--- src/rtl/serial_add_pkg.sv ---
// Shared constants for the bit-serial adder: state encoding and default operand width.
package serial_add_pkg;
  localparam int DEF_WIDTH = 8;

  typedef enum logic [1:0] {
    ST_IDLE = 2'd0,
    ST_RUN  = 2'd1,
    ST_DONE = 2'd2
  } state_e;
endpackage

--- src/rtl/fa_nand_only.sv ---
// Full adder built only from 2-input NANDs: two NAND half adders plus a NAND OR-stage.
// Purely combinational, zero latency, no flow control.
module fa_nand_only (
  input  logic a,
  input  logic b,
  input  logic cin,
  output logic s,
  output logic co
);
  logic n_ab, x_a, x_b, s1;
  logic n_sc, y_s, y_c;

  // first half adder: n_ab is the inverted carry, s1 = a ^ b
  assign n_ab = ~(a & b);
  assign x_a  = ~(a & n_ab);
  assign x_b  = ~(b & n_ab);
  assign s1   = ~(x_a & x_b);

  assign n_sc = ~(s1 & cin);
  assign y_s  = ~(s1 & n_sc);
  assign y_c  = ~(cin & n_sc);
  assign s    = ~(y_s & y_c);

  // OR of the two half-adder carries, fed with their inverted forms
  assign co   = ~(n_ab & n_sc);
endmodule

--- src/rtl/serial_add_ctrl.sv ---
// Bit-serial adder: one NAND full adder reused LSB first; out_valid rises WIDTH cycles after accept.
// Result held in DONE until out_ready; in_ready only in IDLE. SERIAL_ADD_OVF_EN adds a signed-overflow output.
module serial_add_ctrl
  import serial_add_pkg::*;
#(
  parameter  int WIDTH = DEF_WIDTH,
  localparam int CNT_W = $clog2(WIDTH + 1)
) (
  input  logic             clk,
  input  logic             rst_n,
  input  logic             in_valid,
  output logic             in_ready,
  input  logic [WIDTH-1:0] a,
  input  logic [WIDTH-1:0] b,
  input  logic             cin,
  output logic             out_valid,
  input  logic             out_ready,
  output logic [WIDTH-1:0] sum,
  output logic             cout,
  output logic             busy
`ifdef SERIAL_ADD_OVF_EN
  ,
  output logic             ovf
`endif
);
  localparam logic [CNT_W-1:0] LAST = CNT_W'(WIDTH - 1);

  state_e           state_q, state_d;
  logic [WIDTH-1:0] a_sh_q, a_sh_d;
  logic [WIDTH-1:0] b_sh_q, b_sh_d;
  logic [WIDTH-1:0] sum_sh_q, sum_sh_d;
  logic [WIDTH-1:0] sum_q, sum_d;
  logic             carry_q, carry_d;
  logic             cout_q, cout_d;
  logic [CNT_W-1:0] cnt_q, cnt_d;
  logic             fa_s, fa_co;
`ifdef SERIAL_ADD_OVF_EN
  logic             ovf_q, ovf_d;
`endif

  fa_nand_only u_fa (
    .a   (a_sh_q[0]),
    .b   (b_sh_q[0]),
    .cin (carry_q),
    .s   (fa_s),
    .co  (fa_co)
  );

  always_comb begin
    state_d  = state_q;
    a_sh_d   = a_sh_q;
    b_sh_d   = b_sh_q;
    sum_sh_d = sum_sh_q;
    sum_d    = sum_q;
    carry_d  = carry_q;
    cout_d   = cout_q;
    cnt_d    = cnt_q;
`ifdef SERIAL_ADD_OVF_EN
    ovf_d    = ovf_q;
`endif
    case (state_q)
      ST_IDLE: begin
        if (in_valid) begin
          state_d = ST_RUN;
          a_sh_d  = a;
          b_sh_d  = b;
          carry_d = cin;
          cnt_d   = '0;
        end
      end
      ST_RUN: begin
        a_sh_d   = a_sh_q >> 1;
        b_sh_d   = b_sh_q >> 1;
        // shift form avoids a zero-width slice when WIDTH is 1
        sum_sh_d = (sum_sh_q >> 1) | (WIDTH'(fa_s) << (WIDTH - 1));
        carry_d  = fa_co;
        cnt_d    = cnt_q + CNT_W'(1);
        if (cnt_q == LAST) begin
          state_d = ST_DONE;
          sum_d   = sum_sh_d;
          cout_d  = fa_co;
`ifdef SERIAL_ADD_OVF_EN
          // carry_q is the carry into the MSB on this last bit
          ovf_d   = carry_q ^ fa_co;
`endif
        end
      end
      ST_DONE: begin
        if (out_ready) state_d = ST_IDLE;
      end
      default: state_d = ST_IDLE;
    endcase
  end

  always_ff @(posedge clk or negedge rst_n) begin
    if (!rst_n) begin
      state_q  <= ST_IDLE;
      a_sh_q   <= '0;
      b_sh_q   <= '0;
      sum_sh_q <= '0;
      sum_q    <= '0;
      carry_q  <= 1'b0;
      cout_q   <= 1'b0;
      cnt_q    <= '0;
`ifdef SERIAL_ADD_OVF_EN
      ovf_q    <= 1'b0;
`endif
    end else begin
      state_q  <= state_d;
      a_sh_q   <= a_sh_d;
      b_sh_q   <= b_sh_d;
      sum_sh_q <= sum_sh_d;
      sum_q    <= sum_d;
      carry_q  <= carry_d;
      cout_q   <= cout_d;
      cnt_q    <= cnt_d;
`ifdef SERIAL_ADD_OVF_EN
      ovf_q    <= ovf_d;
`endif
    end
  end

  assign in_ready  = (state_q == ST_IDLE);
  assign out_valid = (state_q == ST_DONE);
  assign busy      = (state_q != ST_IDLE);
  assign sum       = sum_q;
  assign cout      = cout_q;
`ifdef SERIAL_ADD_OVF_EN
  assign ovf       = ovf_q;
`endif
endmodule
--- config.mk ---
export PLATFORM = sky130hd
export DESIGN_NAME = serial_add_ctrl
export DESIGN_NICKNAME = d
export VERILOG_FILES = /design/src/rtl/serial_add_pkg.sv /design/src/rtl/fa_nand_only.sv /design/src/rtl/serial_add_ctrl.sv
export SDC_FILE = /design/constraint.sdc
export NUM_CORES = 1
export LEC_CHECK = 0
export ABC_AREA = 0
export CORE_MARGIN = 4
export CORE_UTILIZATION = 55
export DETAILED_ROUTE_END_ITERATION = 10
export PLACE_DENSITY = 0.83
export SETUP_SLACK_MARGIN = 0.1
export SLEW_MARGIN = 20
export SYNTH_ARGS = -nofsm -noshare
export SYNTH_HDL_FRONTEND = slang
export SYNTH_SLANG_ARGS = --single-unit
--- constraint.sdc ---
create_clock -name clk -period 4.1 [get_ports clk]
set_input_delay 0.41 -clock clk [delete_from_list [all_inputs] [get_ports clk]]
set_output_delay 0.41 -clock clk [all_outputs]
set_load 0.05 [all_outputs]
==> results of run 1 <==
metrics by stage:
step                      hold slack (ns)  std cells  utilization
after floorplan                     0.114        172            -
after global placement              0.454        239        0.685
after detailed placement            0.458        239        0.685
after CTS                           0.185        245        0.699
after global routing                0.219        245        0.700
final                               0.159        245        0.700
state kept, by name, summed over array words and instances (netlist names):
name and flops:
a_sh_q 8, b_sh_q 8, sum 8, sum_sh_q 7
cnt_q 4, state_q 2, carry_q 1, cout 1
cells in the mapped netlist (all sizes together) (2+ instances only):
cell type | count | area share
nor2b | 20 | 0.070
a22o | 2 | 0.0098
o21ai | 18 | 0.051
nor2 | 2 | 0.0042
a21oi | 18 | 0.051
inv | 2 | 0.0042
mux2 | 10 | 0.063
clkbuf | 6 | 0.013
nand3 | 2 | 0.0056
buf | 4 | 0.014
dfrtp | 39 | 0.55
a22oi | 15 | 0.063
nand2 | 26 | 0.055
cells by family after synthesis:
logic type | synth area share
AO/OA/AOI/OAI | 0.188
AND/OR/NAND/NOR | 0.151
flip-flops | 0.549
buffers and inverters | 0.0309
multiplexers | 0.0633
adder cells (fa/ha/maj) | 0.0183
worst register-to-register path, delay by kind of cell, from the launching register on:
kind,cells,cell delay [ns]
and+or+nand+nor,2,1.01
DFF,1,0.84
muxes,1,0.39
metal layers:
layer	share of wire	vias to the layer above	track usage
met4	0.013	0	0.0871
met1	0.43	663	0.251
met5	0	-	0
met2	0.50	35	0.341
met3	0.056	5	0.0485
li1	-	658	-
power by group through the flow:
stage | Clock, mW | Combinational, mW | Sequential, mW
detailed placement | 0 | 0.652 | 0.687
global route | 0.196 | 0.708 | 0.706
CTS | 0.177 | 0.654 | 0.681
global placement | 0 | 0.622 | 0.676
floorplan | 0 | 0.365 | 0.761
finish | 0.176 | 0.650 | 0.685
worst max path at each step:
stage          slack [ns]  depth (start not counted)         to
3_5_place_dp         1.35                          4  b_sh_q[4]
2_1_floorplan        2.26                          2  out_valid
4_1_cts              1.39                          3   in_ready
6_report             1.37                          3   in_ready
5_1_grt              1.28                          3   in_ready
3_3_place_gp         1.52                          4  b_sh_q[4]
area by class of cell:
cell class / count / area, sq um / area share
clock buffers: 6 / 41.3 / 0.0192
inverters: 2 / 7.51 / 0.00349
multi-input cells: 121 / 751 / 0.349
flip-flops and latches: 39 / 976 / 0.453
well taps: 44 / 55.1 / 0.0256
repair buffers: 33 / 323 / 0.150
layout by cell type, fill, tap and decap left out, drive strengths merged, types with 6 or more instances in the layout:
| master | netlist | final |
|---|---|---|
| dfrtp | 39 | 39 |
| clkdlybuf4s50 | 0 | 31 |
| nand2 | 26 | 26 |
| nor2b | 20 | 20 |
| a21oi | 18 | 18 |
| o21ai | 18 | 18 |
| a22oi | 15 | 15 |
| mux2 | 10 | 10 |
| clkbuf | 6 | 6 |
==> results.toml, run 1 <==
[status]
outcome = "finished clean"

[timing]
fmax_mhz = 366
hold_viol_final = 0
setup_viol = 0
slew_viol_final = 0
rsz0062_at_grt = "no"
timing.final.crit_share = 0.667
tns_ns = 0
setup_ws_ns = 1.37
period_minus_slack_ns = 2.73
clock_skew_ns = 0.00460
max_slew_margin = 0.433
max_slew.worst_pin.slew_ns = 0.851

[floorplan]
die_w_microns = 64.9
die_h_microns = 64.9
start_util = 0.578
num_rows = 20
pin_count = 33
coreArea_sq_um = 3080
die_area_sq_um = 4210

[synth]
yosysUniqueCellTypes = 23
synth_edf_count = 0
synth_seq_cells = 39
syn_area_per_cell_sq_um = 10.3
synthArstFlopShare = 1.00
syn_nets = 195
synth_warnings = 0
synth_cells = 172
ys.flop_type = "dfrtp_1"
synth-seq-area-share = 0.549
synthesis.area_sq_um = 1780

[hold_path]
hp-class = "input port to asynchronous set/reset pin"

[power_and_ir_drop]
leakage_nw = 0.946
p_clk_frac = 0.117
finalPower_mw = 1.51
ir_worst_vdd_mv = 0.374
combPwrFrac = 0.430
swShare = 0.424
p_per_area_nw_per_um2 = 702
p_int_uw = 870
power_switching_uw = 641
seq_power_share = 0.453

[critical_path]
startpoint = "state_q[1]"
cp.required_ns = 3.69
worst_ep_arrival_time_ns = 2.32
critPathKind = "flop to output port"
r2r_start = "state_q[0]"
critical_path.max_stage_delay_ns = 0.80
path_cells = "or2_2 > inv_1 > clkdlybuf4s50_1"
worstSetupStartpointType = "flop"
path_delay_family = "buffers and inverters"
slowest_stage = "clkdlybuf4s50_1"
reg2reg_to = "sum[6]"
rrSetupSlack_ns = 1.76
setup.worst_path.end_class = "output port"
crit_buf_inv = 2
reg2reg_depth = 3
cp_max_fo = 24

[global_route]
grt_max_degree = 40
grt_pass1_wl_microns = 6460
antenna_found_initial = 0
track_usage = 0.204
first_global_vias = 1351
grt_overflow_total = 0

[detailed_routing]
vias_per_cell = 5.56
ant_nets = 0
detail_route.wl_per_cell_microns = 15.9
vias = 1361
drc_errors = 0
drt-initial-drc-count = 55
first_pass_iters = 4
finalWirelength_microns = 3910

[placement]
dp_slack_ns = 1.35
placed_area_sq_um = 2110
io_buffers = 32
dp_hpwl_microns = 2660
gp_congestion = 0.762

[cts]
cts_tree = "built"
htreeDepth = 2
cts_buffer_depth = 2
clk_pin_slew_worst_paths_ns = 0.10
clock-sinks = 39
cts_buffers = 5
insertion_delay_ns = 0.34
cts_root_buffer = "clkbuf_4"
cts_resized = 0
hold_buffers = 0
post_cts.repair.setup_buffers = 0

[finish]
drive_gt1_frac = 0.0995
areaGrowthSynthToFinish_pct = 21.0
n_fill_cell = 258
num_antenna_cells = 0
postLayoutCellArea_sq_um = 2150
num-nets-final = 225

[run]
max-cap-violations = 0
No activity file was read; power rests on OpenSTA's default activity.
==> run 2, diff against run 1 <==
- CORE_UTILIZATION: 55 -> 46
- PLACE_DENSITY: 0.83 -> 0.74
- clock period: 4.1 -> 2.21 ns (I/O delays scaled with it)
==> results.toml, run 2 (synthesis results as in run 1) <==
[status]
outcome = "finished clean"

[finish]
postLayoutCellArea_sq_um = 2250
layout_commonest_cell = "dfrtp_1"
num-nets-final = 229
final_cells = 255
num_antenna_cells = 0
drive_gt1_frac = 0.140
post-route-util = 0.610
areaGrowthSynthToFinish_pct = 26.4
layout_common_cells = "dfrtp_1 (39), clkdlybuf4s50_1 (28), nand2_1 (26)"

[detailed_routing]
drt-initial-drc-count = 60
vias = 1369
detail_route.wl_per_cell_microns = 14.6
ant_nets = 0
vias_per_cell = 5.37
first_pass_iters = 4
finalWirelength_microns = 3730
drc_errors = 0

[placement]
placed_area_sq_um = 2140
dp_hpwl_microns = 2640
io_buffers = 32
placedCellCount = 247
gp_congestion = 0.777

[cts]
cts_resized = 0
cts_buffers = 5
insertion_delay_ns = 0.29
clk_pin_slew_worst_paths_ns = 0.08
cts_buffer_depth = 2
post_cts.repair.setup_buffers = 0
cts_root_buffer = "clkbuf_8"
hold_buffers = 0
htreeDepth = 2
cts_tree = "built"
clock-sinks = 39

[power_and_ir_drop]
power_switching_mw = 1.22
p_int_mw = 1.85
seq_power_share = 0.396
combPwrFrac = 0.411
swShare = 0.397
p_per_area_nw_per_um2 = 1370
leakage_nw = 1.00
ir_worst_vdd_mv = 0.570
p_clk_frac = 0.193

[critical_path]
worstSetupStartpointType = "flop"
rrSetupSlack_ns = 0.52
cp.required_ns = 2.39
cp_max_fo = 10
reg2reg_depth = 3
r2r_start = "state_q[1]"
startpoint = "state_q[1]"
slowest_stage = "nor3_4"
critPathKind = "flop to flop"
setup.worst_path.end_class = "flop"
worst_ep_arrival_time_ns = 1.87
path_cells = "nand2b_1 > nor3_4 > mux2_2"
critical_path.max_stage_delay_ns = 0.48
reg2reg_to = "sum[4]"

[global_route]
grt_overflow_total = 0
antenna_found_initial = 0
track_usage = 0.165
grt_max_degree = 40
first_global_vias = 1402
grt_pass1_wl_microns = 6480

[floorplan]
die_w_microns = 70.2
die_area_sq_um = 4930
pin_count = 33
num_rows = 22
die_h_microns = 70.2
coreArea_sq_um = 3690
start_util = 0.482

[timing]
hold_ws_ns = 0.0248
max_slew_margin = 0.436
fmax_mhz = 592
clock_skew_ns = 0.00706
period_minus_slack_ns = 1.69
timing.final.crit_share = 0.764
slew_viol_final = 0
rsz0062_at_grt = "no"
tns_ns = 0
max_slew.worst_pin.slew_ns = 0.845
setup_viol = 0
hold_viol_final = 0

[hold_path]
hp-class = "input port to asynchronous set/reset pin"

[run]
max-cap-violations = 0
[run 2: final cells by class]
type,instances,area (sq um)
clock buffers,5,68.8
flip-flops and latches,39,976
well taps,48,60.1
inverters,2,7.51
multi-input cells,121,748
fillers,321,1440
repair buffers,37,345
clock inverters,3,43.8
[run 2: worst max-delay path, delay by kind of cell, from the launching register on]
| family | cells | cell delay, ns |
|---|---|---|
| simple gates | 2 | 0.80 |
| mux | 1 | 0.39 |
| flops | 1 | 0.38 |
[run 2: through the flow]
step,setup slack (ns),power (mW)
2_1_floorplan,0.503,2.09
3_3_place_gp,0.589,2.44
3_5_place_dp,0.504,2.50
4_1_cts,0.476,3.11
5_1_grt,0.347,3.26
6_report,0.520,3.07
[run 2: power groups by stage]
| stage | Sequential (mW) | Clock [mW] | Combinational, mW |
|---|---|---|---|
| 3_3_place_gp | 1.21 | 0 | 1.23 |
| 5_1_grt | 1.26 | 0.636 | 1.37 |
| 6_report | 1.22 | 0.592 | 1.26 |
| 2_1_floorplan | 1.41 | 0 | 0.676 |
| 3_5_place_dp | 1.23 | 0 | 1.27 |
| 4_1_cts | 1.22 | 0.609 | 1.28 |
[run 2: how the worst max path moves through the flow]
| stage | to | slack [ns] | depth (start not counted) |
|---|---|---|---|
| final | sum[4] | 0.52 | 3 |
| after global routing | b_sh_q[6] | 0.35 | 5 |
| after CTS | b_sh_q[6] | 0.48 | 5 |
| after detailed placement | b_sh_q[6] | 0.50 | 5 |
| after global placement | b_sh_q[6] | 0.59 | 5 |
| after floorplan | state_q[1] | 0.50 | 3 |
[run 2: routing by layer]
layer	share of wire	routed length, microns	global-route usage	up-vias
met4	0.019	71	0.0681	0
li1	-	-	-	665
met3	0.057	213	0.0532	9
met1	0.44	1640	0.204	658
met2	0.49	1810	0.265	37
met5	0	0	0	-
==> run 3, diff against run 2 <==
- clock period: 2.21 -> 1.5 ns (I/O delays scaled with it)
==> results.toml, run 3 (synthesis results as in run 1) <==
[hold_path]
hp-class = "input port to asynchronous set/reset pin"

[cts]
cts_tree = "built"
cts_buffer_depth = 2
insertion_delay_ns = 0.29
clk_pin_slew_worst_paths_ns = 0.07
cts_root_buffer = "clkbuf_8"
cts_buffers = 5
htreeDepth = 2
clock-sinks = 39

[critical_path]
worst_ep_arrival_time_ns = 1.26
cp_max_fo = 3
setup.worst_path.end_class = "output port"
critPathKind = "flop to output port"
cp.required_ns = 1.35
worstSetupStartpointType = "flop"

[floorplan]
die_area_sq_um = 4930
num_rows = 22
pin_count = 33
start_util = 0.482
die_h_microns = 70.2
die_w_microns = 70.2
coreArea_sq_um = 3690

[detailed_routing]
detail_route.wl_per_cell_microns = 15.4
drc_errors = 0
drt-initial-drc-count = 61
vias_per_cell = 5.52
finalWirelength_microns = 4110
ant_nets = 0
vias = 1479
first_pass_iters = 4

[global_route]
grt_overflow_total = 0
grt_pass1_wl_microns = 7210
track_usage = 0.183
grt_max_degree = 40
antenna_found_initial = 0
first_global_vias = 1597

[timing]
setup_viol = 0
max_slew.worst_pin.slew_ns = 0.385
timing.final.crit_share = 0.941
clock_skew_ns = 0.00597
rsz0062_at_grt = "yes"
slew_viol_final = 0
max_slew_margin = 0.743
fmax_mhz = 709
period_minus_slack_ns = 1.41
tns_ns = 0
hold_viol_final = 0

[power_and_ir_drop]
ir_worst_vdd_mv = 0.969
leakage_nw = 1.10
p_per_area_nw_per_um2 = 1990

[finish]
post-route-util = 0.654
layout_common_cells = "dfrtp_1 (39), nand2_1 (26), buf_4 (23)"
num-nets-final = 242
drive_gt1_frac = 0.245
num_antenna_cells = 0
layout_commonest_cell = "dfrtp_1"
areaGrowthSynthToFinish_pct = 35.6

[placement]
dp_hpwl_microns = 2920
gp_congestion = 0.811
io_buffers = 32

[run]
max-cap-violations = 0

[status]
outcome = "finished clean"
run 3: cell types whose count changed in the layout (fill, tap and decap cells not counted), sizes merged:
cell	previous run	this run
buf	9	30
clkbuf	5	6
clkdlybuf4s50	28	19
clkinv	2	1
clkinvlp	0	1
dlygate4sd3	0	1
inv	2	1
run 3: critical path: stages, from the launching register on:
cell	delay (ns)
dfrtp_1	0.39
buf_6	0.12
or2_4	0.25
clkinvlp_4	0.09
buf_12	0.13
run 3: layout make-up:
class / instances / area, sq um
clock buffer: 6 / 82.6
clock inverter: 2 / 35.0
fill: 325 / 1280
inverter: 2 / 11.3
multi-input combinational: 121 / 758
sequential: 39 / 976
tap: 48 / 60.1
timing repair buffer: 50 / 489
run 3: power by group:
| part | switching, mW | leakage [nW] | internal (mW) |
|---|---|---|---|
| registers | 0.321 | 0.506 | 1.47 |
| clock network | 0.371 | 0.0612 | 0.538 |
| logic | 1.17 | 0.528 | 0.934 |
run 3: final timing paths:
path	cells past startpoint	start	slack, ns	to
max reg2reg	5	cnt_q[1]	0.09	sum[1]
max in group asynchronous	3	rst_n	0.96	b_sh_q[1]
min	3	rst_n	0.35	cnt_q[2]
min reg2reg	2	sum_sh_q[1]	0.49	sum_sh_q[1]
min in group clk	3	out_ready	0.45	state_q[1]
max	4	state_q[1]	0.09	in_ready
run 3: repair_timing:
item                       CTS  global route
hold buffers                 1             0
setup buffers                3             1
hold endpoints to repair    39             0
gates resized for setup      2             4
pin swaps                    1             0
setup endpoints to repair   11            25
run 3: metal layers:
metal | vias to the layer above | share of wire | global-route usage
met5 | - | 0 | 0
met4 | 0 | 0.013 | 0.0957
met3 | 6 | 0.064 | 0.0446
met2 | 51 | 0.53 | 0.316
met1 | 730 | 0.39 | 0.209
li1 | 692 | - | -
run 3: stage by stage:
| step | worst slack [ns] | hold slack, ns | cell area, sq um | power (mW) | std cells |
|---|---|---|---|---|---|
| after CTS | 0.0695 | 0.351 | 2400 | 4.81 | 267 |
| after detailed placement | 0.00402 | 0.131 | 2240 | 3.84 | 255 |
| after global placement | 0.0617 | 0.131 | 2240 | 3.71 | 255 |
| after global routing | 0.0409 | 0.378 | 2410 | 5.15 | 268 |
| after floorplan | 0.0233 | -0.146 | 1790 | 3.09 | 172 |
| final | 0.0890 | 0.346 | 2410 | 4.81 | 268 |
